**src/rtl/axi4_lite_slave_mem_pkg.sv**
```systemverilog
// Shared AXI4-Lite slave memory types: response/protection encodings, config bundle, FSM states.
package axi4_lite_slave_mem_pkg;

  localparam int unsigned ADDRESS_WIDTH   = 32;
  localparam int unsigned DATA_WIDTH      = 32;
  localparam int unsigned DELAY_WIDTH     = 5;
  localparam int unsigned MAX_DELAY_VALUE = 15;

  typedef enum logic [1:0] {
    BRESP_OKAY   = 2'b00,
    BRESP_EXOKAY = 2'b01,
    BRESP_SLVERR = 2'b10,
    BRESP_DECERR = 2'b11
  } bresp_e;

  typedef enum logic [1:0] {
    RRESP_OKAY   = 2'b00,
    RRESP_EXOKAY = 2'b01,
    RRESP_SLVERR = 2'b10,
    RRESP_DECERR = 2'b11
  } rresp_e;

  // bit0 privileged, bit1 non-secure, bit2 instruction
  typedef enum logic [2:0] {
    AWPROT_UNPRIV              = 3'b000,
    AWPROT_PRIV                = 3'b001,
    AWPROT_NONSEC_UNPRIV       = 3'b010,
    AWPROT_NONSEC_PRIV         = 3'b011,
    AWPROT_INSTR_UNPRIV        = 3'b100,
    AWPROT_INSTR_PRIV          = 3'b101,
    AWPROT_INSTR_NONSEC_UNPRIV = 3'b110,
    AWPROT_INSTR_NONSEC_PRIV   = 3'b111
  } awprot_e;

  typedef enum logic [2:0] {
    ARPROT_UNPRIV              = 3'b000,
    ARPROT_PRIV                = 3'b001,
    ARPROT_NONSEC_UNPRIV       = 3'b010,
    ARPROT_NONSEC_PRIV         = 3'b011,
    ARPROT_INSTR_UNPRIV        = 3'b100,
    ARPROT_INSTR_PRIV          = 3'b101,
    ARPROT_INSTR_NONSEC_UNPRIV = 3'b110,
    ARPROT_INSTR_NONSEC_PRIV   = 3'b111
  } arprot_e;

  typedef struct packed {
    logic [DELAY_WIDTH-1:0] awready_delay;
    logic [DELAY_WIDTH-1:0] wready_delay;
    logic [DELAY_WIDTH-1:0] arready_delay;
  } slave_mem_cfg_t;

  typedef enum logic [1:0] {
    WR_IDLE   = 2'b00,
    WR_COMMIT = 2'b01,
    WR_RESP   = 2'b10
  } wr_state_e;

  typedef enum logic {
    RD_IDLE = 1'b0,
    RD_RESP = 1'b1
  } rd_state_e;

endpackage

```
**src/rtl/axi4_lite_slave_mem_if.sv**
```systemverilog
// AXI4-Lite bus bundle between the master BFM and the slave memory model.
interface axi4_lite_slave_mem_if #(
  parameter int unsigned ADDRESS_WIDTH = axi4_lite_slave_mem_pkg::ADDRESS_WIDTH,
  parameter int unsigned DATA_WIDTH    = axi4_lite_slave_mem_pkg::DATA_WIDTH
);

  logic [ADDRESS_WIDTH-1:0]  awaddr;
  logic [2:0]                awprot;
  logic                      awvalid;
  logic                      awready;
  logic [DATA_WIDTH-1:0]     wdata;
  logic [DATA_WIDTH/8-1:0]   wstrb;
  logic                      wvalid;
  logic                      wready;
  logic [1:0]                bresp;
  logic                      bvalid;
  logic                      bready;
  logic [ADDRESS_WIDTH-1:0]  araddr;
  logic [2:0]                arprot;
  logic                      arvalid;
  logic                      arready;
  logic [DATA_WIDTH-1:0]     rdata;
  logic [1:0]                rresp;
  logic                      rvalid;
  logic                      rready;

  modport master (
    output awaddr, awprot, awvalid, input awready,
    output wdata, wstrb, wvalid, input wready,
    input bresp, bvalid, output bready,
    output araddr, arprot, arvalid, input arready,
    input rdata, rresp, rvalid, output rready
  );

  modport slave (
    input awaddr, awprot, awvalid, output awready,
    input wdata, wstrb, wvalid, output wready,
    output bresp, bvalid, input bready,
    input araddr, arprot, arvalid, output arready,
    output rdata, rresp, rvalid, input rready
  );

endinterface

```
**src/rtl/axi4_lite_ready_delay.sv**
```systemverilog
// Per-channel ready generator: ready rises once valid has waited the saturated configured delay.
module axi4_lite_ready_delay #(
  parameter int unsigned DELAY_WIDTH     = axi4_lite_slave_mem_pkg::DELAY_WIDTH,
  parameter int unsigned MAX_DELAY_VALUE = axi4_lite_slave_mem_pkg::MAX_DELAY_VALUE
) (
  input  logic                   aclk,
  input  logic                   areset,
  input  logic                   valid,
  input  logic                   eligible,
  input  logic [DELAY_WIDTH-1:0] cfg_delay,
  output logic                   ready_c
);

  localparam logic [DELAY_WIDTH-1:0] MAX_D = DELAY_WIDTH'(MAX_DELAY_VALUE);

  logic [DELAY_WIDTH-1:0] cnt;
  logic [DELAY_WIDTH-1:0] delay_c;

  // >= rather than == so a delay lowered mid-wait cannot strand the channel
  always_comb begin
    delay_c = (cfg_delay > MAX_D) ? MAX_D : cfg_delay;
    ready_c = !areset && eligible && (cnt >= delay_c);
  end

  always_ff @(posedge aclk or posedge areset) begin
    if (areset) begin
      cnt <= '0;
    end else if (valid && ready_c) begin
      cnt <= '0;
    end else if (valid && (cnt < delay_c)) begin
      cnt <= cnt + DELAY_WIDTH'(1);
    end
  end

endmodule

```
**src/rtl/axi4_lite_slave_mem.sv**
```systemverilog
// AXI4-Lite slave memory model with programmable ready delays, byte strobes,
// a privileged low window and DECERR/SLVERR responses.
module axi4_lite_slave_mem #(
  parameter int unsigned ADDRESS_WIDTH = axi4_lite_slave_mem_pkg::ADDRESS_WIDTH,
  parameter int unsigned DATA_WIDTH    = axi4_lite_slave_mem_pkg::DATA_WIDTH,
  parameter int unsigned DEPTH         = 16,
  parameter logic [ADDRESS_WIDTH-1:0] BASE_ADDR = ADDRESS_WIDTH'(32'h0000_1000),
  parameter int unsigned PRIV_WORDS    = 0,
  parameter int unsigned DELAY_WIDTH   = axi4_lite_slave_mem_pkg::DELAY_WIDTH,
  parameter int unsigned MAX_DELAY_VALUE = axi4_lite_slave_mem_pkg::MAX_DELAY_VALUE
) (
  input  logic                   aclk,
  input  logic                   areset,
  axi4_lite_slave_mem_if.slave   bus,
  input  logic [DELAY_WIDTH-1:0] cfg_awready_delay,
  input  logic [DELAY_WIDTH-1:0] cfg_wready_delay,
  input  logic [DELAY_WIDTH-1:0] cfg_arready_delay
);

  import axi4_lite_slave_mem_pkg::*;

  localparam int unsigned BYTES = DATA_WIDTH / 8;
  localparam int unsigned IDX_W = $clog2(DEPTH);
  localparam int unsigned OFS_W = $clog2(BYTES);
  localparam logic [ADDRESS_WIDTH-1:0] WINDOW = ADDRESS_WIDTH'(DEPTH * BYTES);

  logic [DATA_WIDTH-1:0]    mem [DEPTH];

  wr_state_e                wr_state;
  logic                     aw_done, w_done, awpriv_q;
  logic [ADDRESS_WIDTH-1:0] awaddr_q;
  logic [DATA_WIDTH-1:0]    wdata_q;
  logic [BYTES-1:0]         wstrb_q;
  logic                     bvalid_q;
  bresp_e                   bresp_q;

  rd_state_e                rd_state;
  logic                     rvalid_q;
  rresp_e                   rresp_q;
  logic [DATA_WIDTH-1:0]    rdata_q;

  logic aw_hs_c, w_hs_c, ar_hs_c;
  logic [ADDRESS_WIDTH-1:0] wr_off_c, rd_off_c;
  logic [IDX_W-1:0] wr_idx_c, rd_idx_c;
  logic wr_hit_c, rd_hit_c, wr_priv_c, rd_priv_c;
  bresp_e wr_resp_c;
  rresp_e rd_resp_c;

  axi4_lite_ready_delay #(.DELAY_WIDTH(DELAY_WIDTH), .MAX_DELAY_VALUE(MAX_DELAY_VALUE)) u_aw_delay (
    .aclk(aclk), .areset(areset), .valid(bus.awvalid),
    .eligible(wr_state == WR_IDLE && !aw_done), .cfg_delay(cfg_awready_delay), .ready_c(bus.awready));

  axi4_lite_ready_delay #(.DELAY_WIDTH(DELAY_WIDTH), .MAX_DELAY_VALUE(MAX_DELAY_VALUE)) u_w_delay (
    .aclk(aclk), .areset(areset), .valid(bus.wvalid),
    .eligible(wr_state == WR_IDLE && !w_done), .cfg_delay(cfg_wready_delay), .ready_c(bus.wready));

  axi4_lite_ready_delay #(.DELAY_WIDTH(DELAY_WIDTH), .MAX_DELAY_VALUE(MAX_DELAY_VALUE)) u_ar_delay (
    .aclk(aclk), .areset(areset), .valid(bus.arvalid),
    .eligible(rd_state == RD_IDLE), .cfg_delay(cfg_arready_delay), .ready_c(bus.arready));

  // Unsigned wrap of the offset folds the below-base case into the single range compare
  always_comb begin
    aw_hs_c  = bus.awvalid && bus.awready;
    w_hs_c   = bus.wvalid && bus.wready;
    ar_hs_c  = bus.arvalid && bus.arready;
    wr_off_c = awaddr_q - BASE_ADDR;
    rd_off_c = bus.araddr - BASE_ADDR;
    wr_hit_c = wr_off_c < WINDOW;
    rd_hit_c = rd_off_c < WINDOW;
    wr_idx_c = IDX_W'(wr_off_c >> OFS_W);
    rd_idx_c = IDX_W'(rd_off_c >> OFS_W);
  end

  if (PRIV_WORDS == 0) begin : g_no_priv
    assign wr_priv_c = 1'b0;
    assign rd_priv_c = 1'b0;
  end else begin : g_priv
    assign wr_priv_c = 32'(wr_idx_c) < PRIV_WORDS;
    assign rd_priv_c = 32'(rd_idx_c) < PRIV_WORDS;
  end

  always_comb begin
    wr_resp_c = BRESP_OKAY;
    rd_resp_c = RRESP_OKAY;
    if (!wr_hit_c)                  wr_resp_c = BRESP_DECERR;
    else if (wr_priv_c && !awpriv_q) wr_resp_c = BRESP_SLVERR;
    if (!rd_hit_c)                  rd_resp_c = RRESP_DECERR;
    else if (rd_priv_c && !bus.arprot[0]) rd_resp_c = RRESP_SLVERR;
  end

  // Write path: collect AW and W in any order, commit for one cycle, then hold B
  always_ff @(posedge aclk or posedge areset) begin
    if (areset) begin
      wr_state <= WR_IDLE;
      aw_done  <= 1'b0;
      w_done   <= 1'b0;
      awaddr_q <= '0;
      awpriv_q <= 1'b0;
      wdata_q  <= '0;
      wstrb_q  <= '0;
      bvalid_q <= 1'b0;
      bresp_q  <= BRESP_OKAY;
      mem      <= '{default: '0};
    end else begin
      case (wr_state)
        WR_IDLE: begin
          if (aw_hs_c) begin
            awaddr_q <= bus.awaddr;
            awpriv_q <= bus.awprot[0];
            aw_done  <= 1'b1;
          end
          if (w_hs_c) begin
            wdata_q <= bus.wdata;
            wstrb_q <= bus.wstrb;
            w_done  <= 1'b1;
          end
          if ((aw_done || aw_hs_c) && (w_done || w_hs_c)) wr_state <= WR_COMMIT;
        end
        WR_COMMIT: begin
          if (wr_resp_c == BRESP_OKAY) begin
            for (int unsigned b = 0; b < BYTES; b++) begin
              if (wstrb_q[b]) mem[wr_idx_c][8*b +: 8] <= wdata_q[8*b +: 8];
            end
          end
          bresp_q  <= wr_resp_c;
          bvalid_q <= 1'b1;
          aw_done  <= 1'b0;
          w_done   <= 1'b0;
          wr_state <= WR_RESP;
        end
        WR_RESP: begin
          if (bus.bready) begin
            bvalid_q <= 1'b0;
            wr_state <= WR_IDLE;
          end
        end
        default: wr_state <= WR_IDLE;
      endcase
    end
  end

  // Read path: memory sampled at the AR edge, so a same-edge commit is not yet visible
  always_ff @(posedge aclk or posedge areset) begin
    if (areset) begin
      rd_state <= RD_IDLE;
      rvalid_q <= 1'b0;
      rresp_q  <= RRESP_OKAY;
      rdata_q  <= '0;
    end else if (rd_state == RD_IDLE) begin
      if (ar_hs_c) begin
        rdata_q  <= (rd_resp_c == RRESP_OKAY) ? mem[rd_idx_c] : '0;
        rresp_q  <= rd_resp_c;
        rvalid_q <= 1'b1;
        rd_state <= RD_RESP;
      end
    end else if (bus.rready) begin
      rvalid_q <= 1'b0;
      rd_state <= RD_IDLE;
    end
  end

  assign bus.bvalid = bvalid_q;
  assign bus.bresp  = bresp_q;
  assign bus.rvalid = rvalid_q;
  assign bus.rresp  = rresp_q;
  assign bus.rdata  = rdata_q;

endmodule

```
**src/flat_wrapper.sv**
```systemverilog
// flat-port wrapper written by rule: the top's interface ports become plain ports
module axi4_lite_slave_mem_flat import axi4_lite_slave_mem_pkg::*;
#(
  parameter int unsigned ADDRESS_WIDTH = axi4_lite_slave_mem_pkg::ADDRESS_WIDTH,
  parameter int unsigned DATA_WIDTH    = axi4_lite_slave_mem_pkg::DATA_WIDTH,
  parameter int unsigned DEPTH         = 16,
  parameter logic [ADDRESS_WIDTH-1:0] BASE_ADDR = ADDRESS_WIDTH'(32'h0000_1000),
  parameter int unsigned PRIV_WORDS    = 0,
  parameter int unsigned DELAY_WIDTH   = axi4_lite_slave_mem_pkg::DELAY_WIDTH,
  parameter int unsigned MAX_DELAY_VALUE = axi4_lite_slave_mem_pkg::MAX_DELAY_VALUE
)
  (aclk, areset, cfg_awready_delay, cfg_wready_delay, cfg_arready_delay, bus_awaddr, bus_awprot, bus_awvalid, bus_awready, bus_wdata, bus_wstrb, bus_wvalid, bus_wready, bus_bresp, bus_bvalid, bus_bready, bus_araddr, bus_arprot, bus_arvalid, bus_arready, bus_rdata, bus_rresp, bus_rvalid, bus_rready);
  axi4_lite_slave_mem_if #(.ADDRESS_WIDTH(ADDRESS_WIDTH), .DATA_WIDTH(DATA_WIDTH)) bus_i ();
  input  logic aclk;
  input  logic areset;
  input  logic [DELAY_WIDTH-1:0] cfg_awready_delay;
  input  logic [DELAY_WIDTH-1:0] cfg_wready_delay;
  input  logic [DELAY_WIDTH-1:0] cfg_arready_delay;
  input wire logic [$bits(bus_i.awaddr)-1:0] bus_awaddr;
  input wire logic [$bits(bus_i.awprot)-1:0] bus_awprot;
  input wire logic [$bits(bus_i.awvalid)-1:0] bus_awvalid;
  output wire logic [$bits(bus_i.awready)-1:0] bus_awready;
  input wire logic [$bits(bus_i.wdata)-1:0] bus_wdata;
  input wire logic [$bits(bus_i.wstrb)-1:0] bus_wstrb;
  input wire logic [$bits(bus_i.wvalid)-1:0] bus_wvalid;
  output wire logic [$bits(bus_i.wready)-1:0] bus_wready;
  output wire logic [$bits(bus_i.bresp)-1:0] bus_bresp;
  output wire logic [$bits(bus_i.bvalid)-1:0] bus_bvalid;
  input wire logic [$bits(bus_i.bready)-1:0] bus_bready;
  input wire logic [$bits(bus_i.araddr)-1:0] bus_araddr;
  input wire logic [$bits(bus_i.arprot)-1:0] bus_arprot;
  input wire logic [$bits(bus_i.arvalid)-1:0] bus_arvalid;
  output wire logic [$bits(bus_i.arready)-1:0] bus_arready;
  output wire logic [$bits(bus_i.rdata)-1:0] bus_rdata;
  output wire logic [$bits(bus_i.rresp)-1:0] bus_rresp;
  output wire logic [$bits(bus_i.rvalid)-1:0] bus_rvalid;
  input wire logic [$bits(bus_i.rready)-1:0] bus_rready;
  assign bus_i.awaddr = bus_awaddr;
  assign bus_i.awprot = bus_awprot;
  assign bus_i.awvalid = bus_awvalid;
  assign bus_awready = bus_i.awready;
  assign bus_i.wdata = bus_wdata;
  assign bus_i.wstrb = bus_wstrb;
  assign bus_i.wvalid = bus_wvalid;
  assign bus_wready = bus_i.wready;
  assign bus_bresp = bus_i.bresp;
  assign bus_bvalid = bus_i.bvalid;
  assign bus_i.bready = bus_bready;
  assign bus_i.araddr = bus_araddr;
  assign bus_i.arprot = bus_arprot;
  assign bus_i.arvalid = bus_arvalid;
  assign bus_arready = bus_i.arready;
  assign bus_rdata = bus_i.rdata;
  assign bus_rresp = bus_i.rresp;
  assign bus_rvalid = bus_i.rvalid;
  assign bus_i.rready = bus_rready;
  axi4_lite_slave_mem #(.ADDRESS_WIDTH(ADDRESS_WIDTH), .DATA_WIDTH(DATA_WIDTH), .DEPTH(DEPTH), .BASE_ADDR(BASE_ADDR), .PRIV_WORDS(PRIV_WORDS), .DELAY_WIDTH(DELAY_WIDTH), .MAX_DELAY_VALUE(MAX_DELAY_VALUE)) u_core (.aclk(aclk), .areset(areset), .bus(bus_i), .cfg_awready_delay(cfg_awready_delay), .cfg_wready_delay(cfg_wready_delay), .cfg_arready_delay(cfg_arready_delay));
endmodule
```
**config.mk**
```make
export PLATFORM = sky130hd
export DESIGN_NAME = axi4_lite_slave_mem_flat
export DESIGN_NICKNAME = d
export VERILOG_FILES = /design/src/rtl/axi4_lite_slave_mem_pkg.sv /design/src/rtl/axi4_lite_slave_mem_if.sv /design/src/rtl/axi4_lite_ready_delay.sv /design/src/rtl/axi4_lite_slave_mem.sv /design/src/flat_wrapper.sv
export SDC_FILE = /design/constraint.sdc
export NUM_CORES = 1
export LEC_CHECK = 0
export BUFFER_PORTS_ARGS = -buffer_cell sky130_fd_sc_hd__buf_2
export CAP_MARGIN = 0
export CORE_MARGIN = 1.5
export CORE_UTILIZATION = 50
export CTS_CLUSTER_DIAMETER = 80
export DETAILED_ROUTE_END_ITERATION = 6
export PLACE_DENSITY = 0.68
export SETUP_SLACK_MARGIN = 0.5
export SYNTH_ARGS = -nofsm -noshare
export SYNTH_HDL_FRONTEND = slang
export SYNTH_SLANG_ARGS = --single-unit
```
**constraint.sdc**
```tcl
create_clock -name aclk -period 26.3 [get_ports aclk]
set_input_delay 5.26 -clock aclk [delete_from_list [all_inputs] [get_ports aclk]]
set_output_delay 5.26 -clock aclk [all_outputs]
set_load 0.05 [all_outputs]
```
* Yosys cells after proc, flatten, opt, wreduce, memory -nomap -nowiden
Cells that the tools add are included.
** Word-level totals
- Register bits :: 638
- Input bits :: 128
- Output and inout port bits :: 41
- Word-level logic and storage cells :: 151
** Operators by class
- Add/sub/neg operators :: 5
- Order comparisons :: 14
- Equality and inequality tests :: 7
- Mux-type cells :: 52
- Bitwise logic cells :: 3
- Reduce and logical (&&, ||, !) cells :: 39
** Operators with widths (number)
- 2-to-1 mux 512 bit :: 10
- bitwise mux 512 bit :: 4
- demux 32 bit (select 4 bit) :: 4
- binary-select mux 32 bit (select 4 bit) :: 1
- 2-to-1 mux 32 bit :: 4
- < comparator 32 x 7 -> 1 bit, second input constant :: 2
- subtractor 32 x 13 -> 32 bit, second input constant :: 2
- 2-to-1 mux 5 bit :: 9
- 2-to-1 mux 24 bit :: 1
- AND reduction 2 bit :: 9
- logical AND 1 bit :: 16
- 2-to-1 mux 16 bit :: 1
- adder 5 x 1 -> 5 bit, second input constant :: 3
- >= comparator 5 bit :: 3
- > comparator 5 x 4 -> 1 bit, second input constant :: 3
- < comparator 5 bit :: 3
- nonzero test 2 bit :: 6
- >= comparator 5 bit, second input constant :: 2
- NOT 4 -> 5 bit :: 2
- 2-to-1 mux 1 bit :: 9
- 2-to-1 mux 2 bit :: 4
- 2-to-1 mux 8 bit :: 1
- logical NOT 2 bit :: 3
- != test 2 bit, second input constant :: 3
- 9 further kinds :: 15

* Depth between registers and ports, before layout
- Word-level depth :: 20
- Gate-level depth with buffers :: 9
- Depth with buffers taken out :: 7

* By module
Synthesis repeated with hierarchy kept, for this count alone.
** Second synthesis, totals
- Cells, all modules :: 1848
- Area, all modules :: 29077.9 µm²
** Modules (own cells, without submodules)
- axi4_lite_slave_mem :: times used 1, cells an instance 1701, area each 27760.4 µm², sequential area each 15489.9 µm²
- axi4_lite_ready_delay :: times used 3, cells an instance 49, area each 439.2 µm², sequential area each 125.1 µm²

* Worst setup path after synthesis
OpenSTA, ideal clock, no wires.
- Path kind :: input to output
- From :: input areset
- To :: output bus_awready
- Arrival :: 20.419 ns
- Data required time :: 21.040 ns
- Slack :: 0.621 ns
- Stages on the path :: 5
- Path buffers :: 0
- Cell sequence :: inv_1 > o211ai_1 > inv_1 > o21ai_0 > nor2_1
** On the way
- Longest elaborated chain between the ends :: 3
** RTL lines
- from (decl) :: RTL line flat_wrapper.sv:15 : input logic areset;
- logical NOT 1 bit (no source line)
- logical AND 1 bit (2 in series) :: RTL line axi4_lite_ready_delay.sv:22 : ready_c = !areset && eligible && (cnt >= delay_c);
- to (decl) :: RTL line flat_wrapper.sv:22 : output wire logic [$bits(bus_i.awready)-1:0] bus_awready;
No other way between the ends.

* Worst setup path after layout
Ends and elaborated chain as after synthesis.

==> results.tsv <==
metric	value	unit
fillers	4394	
clockBufferDepth	3	
synth_edf_count	0	
ys_seq_elements	634	
synth_top_area_cell	dfrtp_1	
dp.final_hpwl	39000	µm
fmax	78.8	MHz
wl_met1	29300	µm
seq_area_frac_synth	0.554	
mostFrequentLayoutCell	dfrtp_1	
core_area	56500	µm²
setup_viol	0	
yosys_warnings	0	
ys_dominant_reg_cell	dfrtp_1	
crit_slowest_cell	buf_4	
total_power	0.00240	W
die_w	242	µm
multi_input_area	12400	µm²
antenna_found_initial	1	
cts_tree	yes	
finalCritPeriodShare	0.482	
fin_crit	12690	ps
tns	0	ps
endpoint_kind	primary output	
die_h	242	µm
vdd_drop_max	0.0544	mV
r2r_slack	23360	ps
synth_mux_area_frac	0.352	
dr.pass1.iters	6	
fin_worst_skew	33.3	ps
final_nets	2212	
ys_async_sr_fraction	1.00	
regArea	15900	µm²
area_growth	13.8	%
rows	87	
ctsResizeCount	0	
slew_headroom	0.225	
post_cts.repair.setup_buffers	0	
num_vias	16703	
grt_pass1_vias	17968	
met3_length	2720	µm
numCtsBuffers	69	
cp.arrival	7430	ps
io-pin-count	169	
clkLatencyLatePin	620	ps
drt-total-wl	63800	µm
avgSynthCellArea	15.0	µm²
io_buffers	158	
crit_required	21040	ps
synth_area	28600	µm²
p_leak	16.3	nW
final_cell_mix	dfrtp_1, mux2_1, mux2_2, buf_2, mux4_2	
critical_path_class	in2out	
synthTopCellsByArea	dfrtp_1, mux2_1, mux2_2, mux4_2, mux2i_1	
grt_pass1_wl	102000	µm
hold_path.class	reg2reg	
synth_cells	1913	
path_max_fanout	79	
grt_setup_unrepaired	false	
synth_top_family_by_area	multiplexers	
synthAdderAreaFrac	0.00786	
powerDensity	73.6	nW/µm²
layout-drive-gt1-share	0.362	
viasPerCell	5.81	
clk_pin_slew	50	ps
routed.top_layer	met4	
overflow	0	
cts_hold_buf	0	
antennaDiodeCount	0	
die_area	58700	µm²
place_congestion	0.821	
initial_core_util	0.507	
htreeDepth	3	
ys_types	49	
yosys.area.top_type_share	0.554	
wl_met2	30600	µm
synth_xor_area_frac	0.000917	
slew_viol_final	0	
post_drt_wl_per_cell	22.2	µm
finalHoldViolCount	0	
critical_path.most_common_cell	buf_2	
max_cap_viol_count	0	
start_kind	input port	
slowest_delay	830	ps
drc_errors	0	
grt_usage	0.224	
tightestPinTransition	1150	ps
synth_compound_area_frac	0.0255	
antenna_left	0	
outcome	finished clean	
grt_max_degree	200	
drtIter0Drc	874	
synthSimpleGateAreaFrac	0.0447	
cts.sinks	634	
cts_root_buf	clkbuf_16	
path_cells	buf_2 -> inv_8 -> buf_4 -> o211ai_1 -> inv_1 -> o21ai_0 -> nor2_1 -> buf_2	
power breakdown:
part           switching (W)  internal, W
sequential          0.000116      0.00103
clock               0.000390     0.000626
combinational       0.000138    0.0000978
stage by stage:
stage               area, µm²   util  hold slack [ps]  worst slack (ps)  instances
global placement        30200  0.534              429             13590       2751
CTS                     32600  0.577              450             13500       2873
floorplan               28700      -              417               621       1915
detailed placement      30200  0.534              443             13510       2751
global route            32600  0.577              455             13270       2873
finish                  32600  0.577              448             13610       2873
Yosys cell counts, drive strengths merged, types with 3 or more instances:
library cell  number
o21ai             46
a311oi             5
o211ai             4
or3                5
a31oi              4
ha                18
clkbuf            70
nand3              7
nand2            106
a21oi             49
nand2b             6
nor2b              5
or2                4
inv                9
mux2             610
buf               26
nor4              11
mux4             128
and3               3
or4                5
nor3b              4
dfrtp            634
nand4             13
o21a               5
mux2i             34
nor3              14
nor2              68
area by class of cell:
cell class / instances / share of cell area
Timing Repair Buffer: 176 / 0.0293
Sequential cell: 634 / 0.487
Multi-Input combinational cell: 1176 / 0.379
Inverter: 9 / 0.00127
Clock inverter: 23 / 0.00990
Clock buffer: 99 / 0.0645
Tap cell: 756 / 0.0290
state kept, by name, summed over array words and instances (netlist names), 2 cells and up:
name	cells
u_core.mem	512
u_core.wstrb_q	4
u_core.wr_state	2
u_core.u_aw_delay.cnt	5
u_core.u_w_delay.cnt	5
u_core.bus.rdata	32
u_core.u_ar_delay.cnt	5
u_core.awaddr_q	30
u_core.wdata_q	32
critical path, delay by kind of cell:
family	cells	cell delay (ps)
AO/OA/AOI/OAI	2	330
buffers and inverters	5	1700
AND/OR/NAND/NOR	1	110
final timing paths:
path / to / from / cells after the start
max: bus_awready / areset / 8
min in group asynchronous: u_core.bus.bvalid / areset / 2
min: u_core.bus.rvalid / u_core.rd_state / 1
max reg2reg: u_core.mem[258] / u_core.awaddr_q[26] / 6
max in group asynchronous: u_core.bus.rdata[11] / areset / 4
min reg2reg: u_core.bus.rvalid / u_core.rd_state / 1
layer usage:
layer | GRT usage | vias to the layer above
li1 | - | 7423
met1 | 0.313 | 8882
met2 | 0.365 | 316
met3 | 0.0363 | 82
met4 | 0.0619 | 0
met5 | 0 | -
logic make-up (layout without fill, tap and decap cells):
family | count (synthesis) | after routing
simple gates | 256 | 256
other cells | 1 | 3
mux | 772 | 772
fa+ha+maj | 18 | 18
xor+xnor | 3 | 3
flops | 634 | 634
buf+inv | 105 | 307
compound gates | 124 | 124
Power figures use the tool's default switching activity.
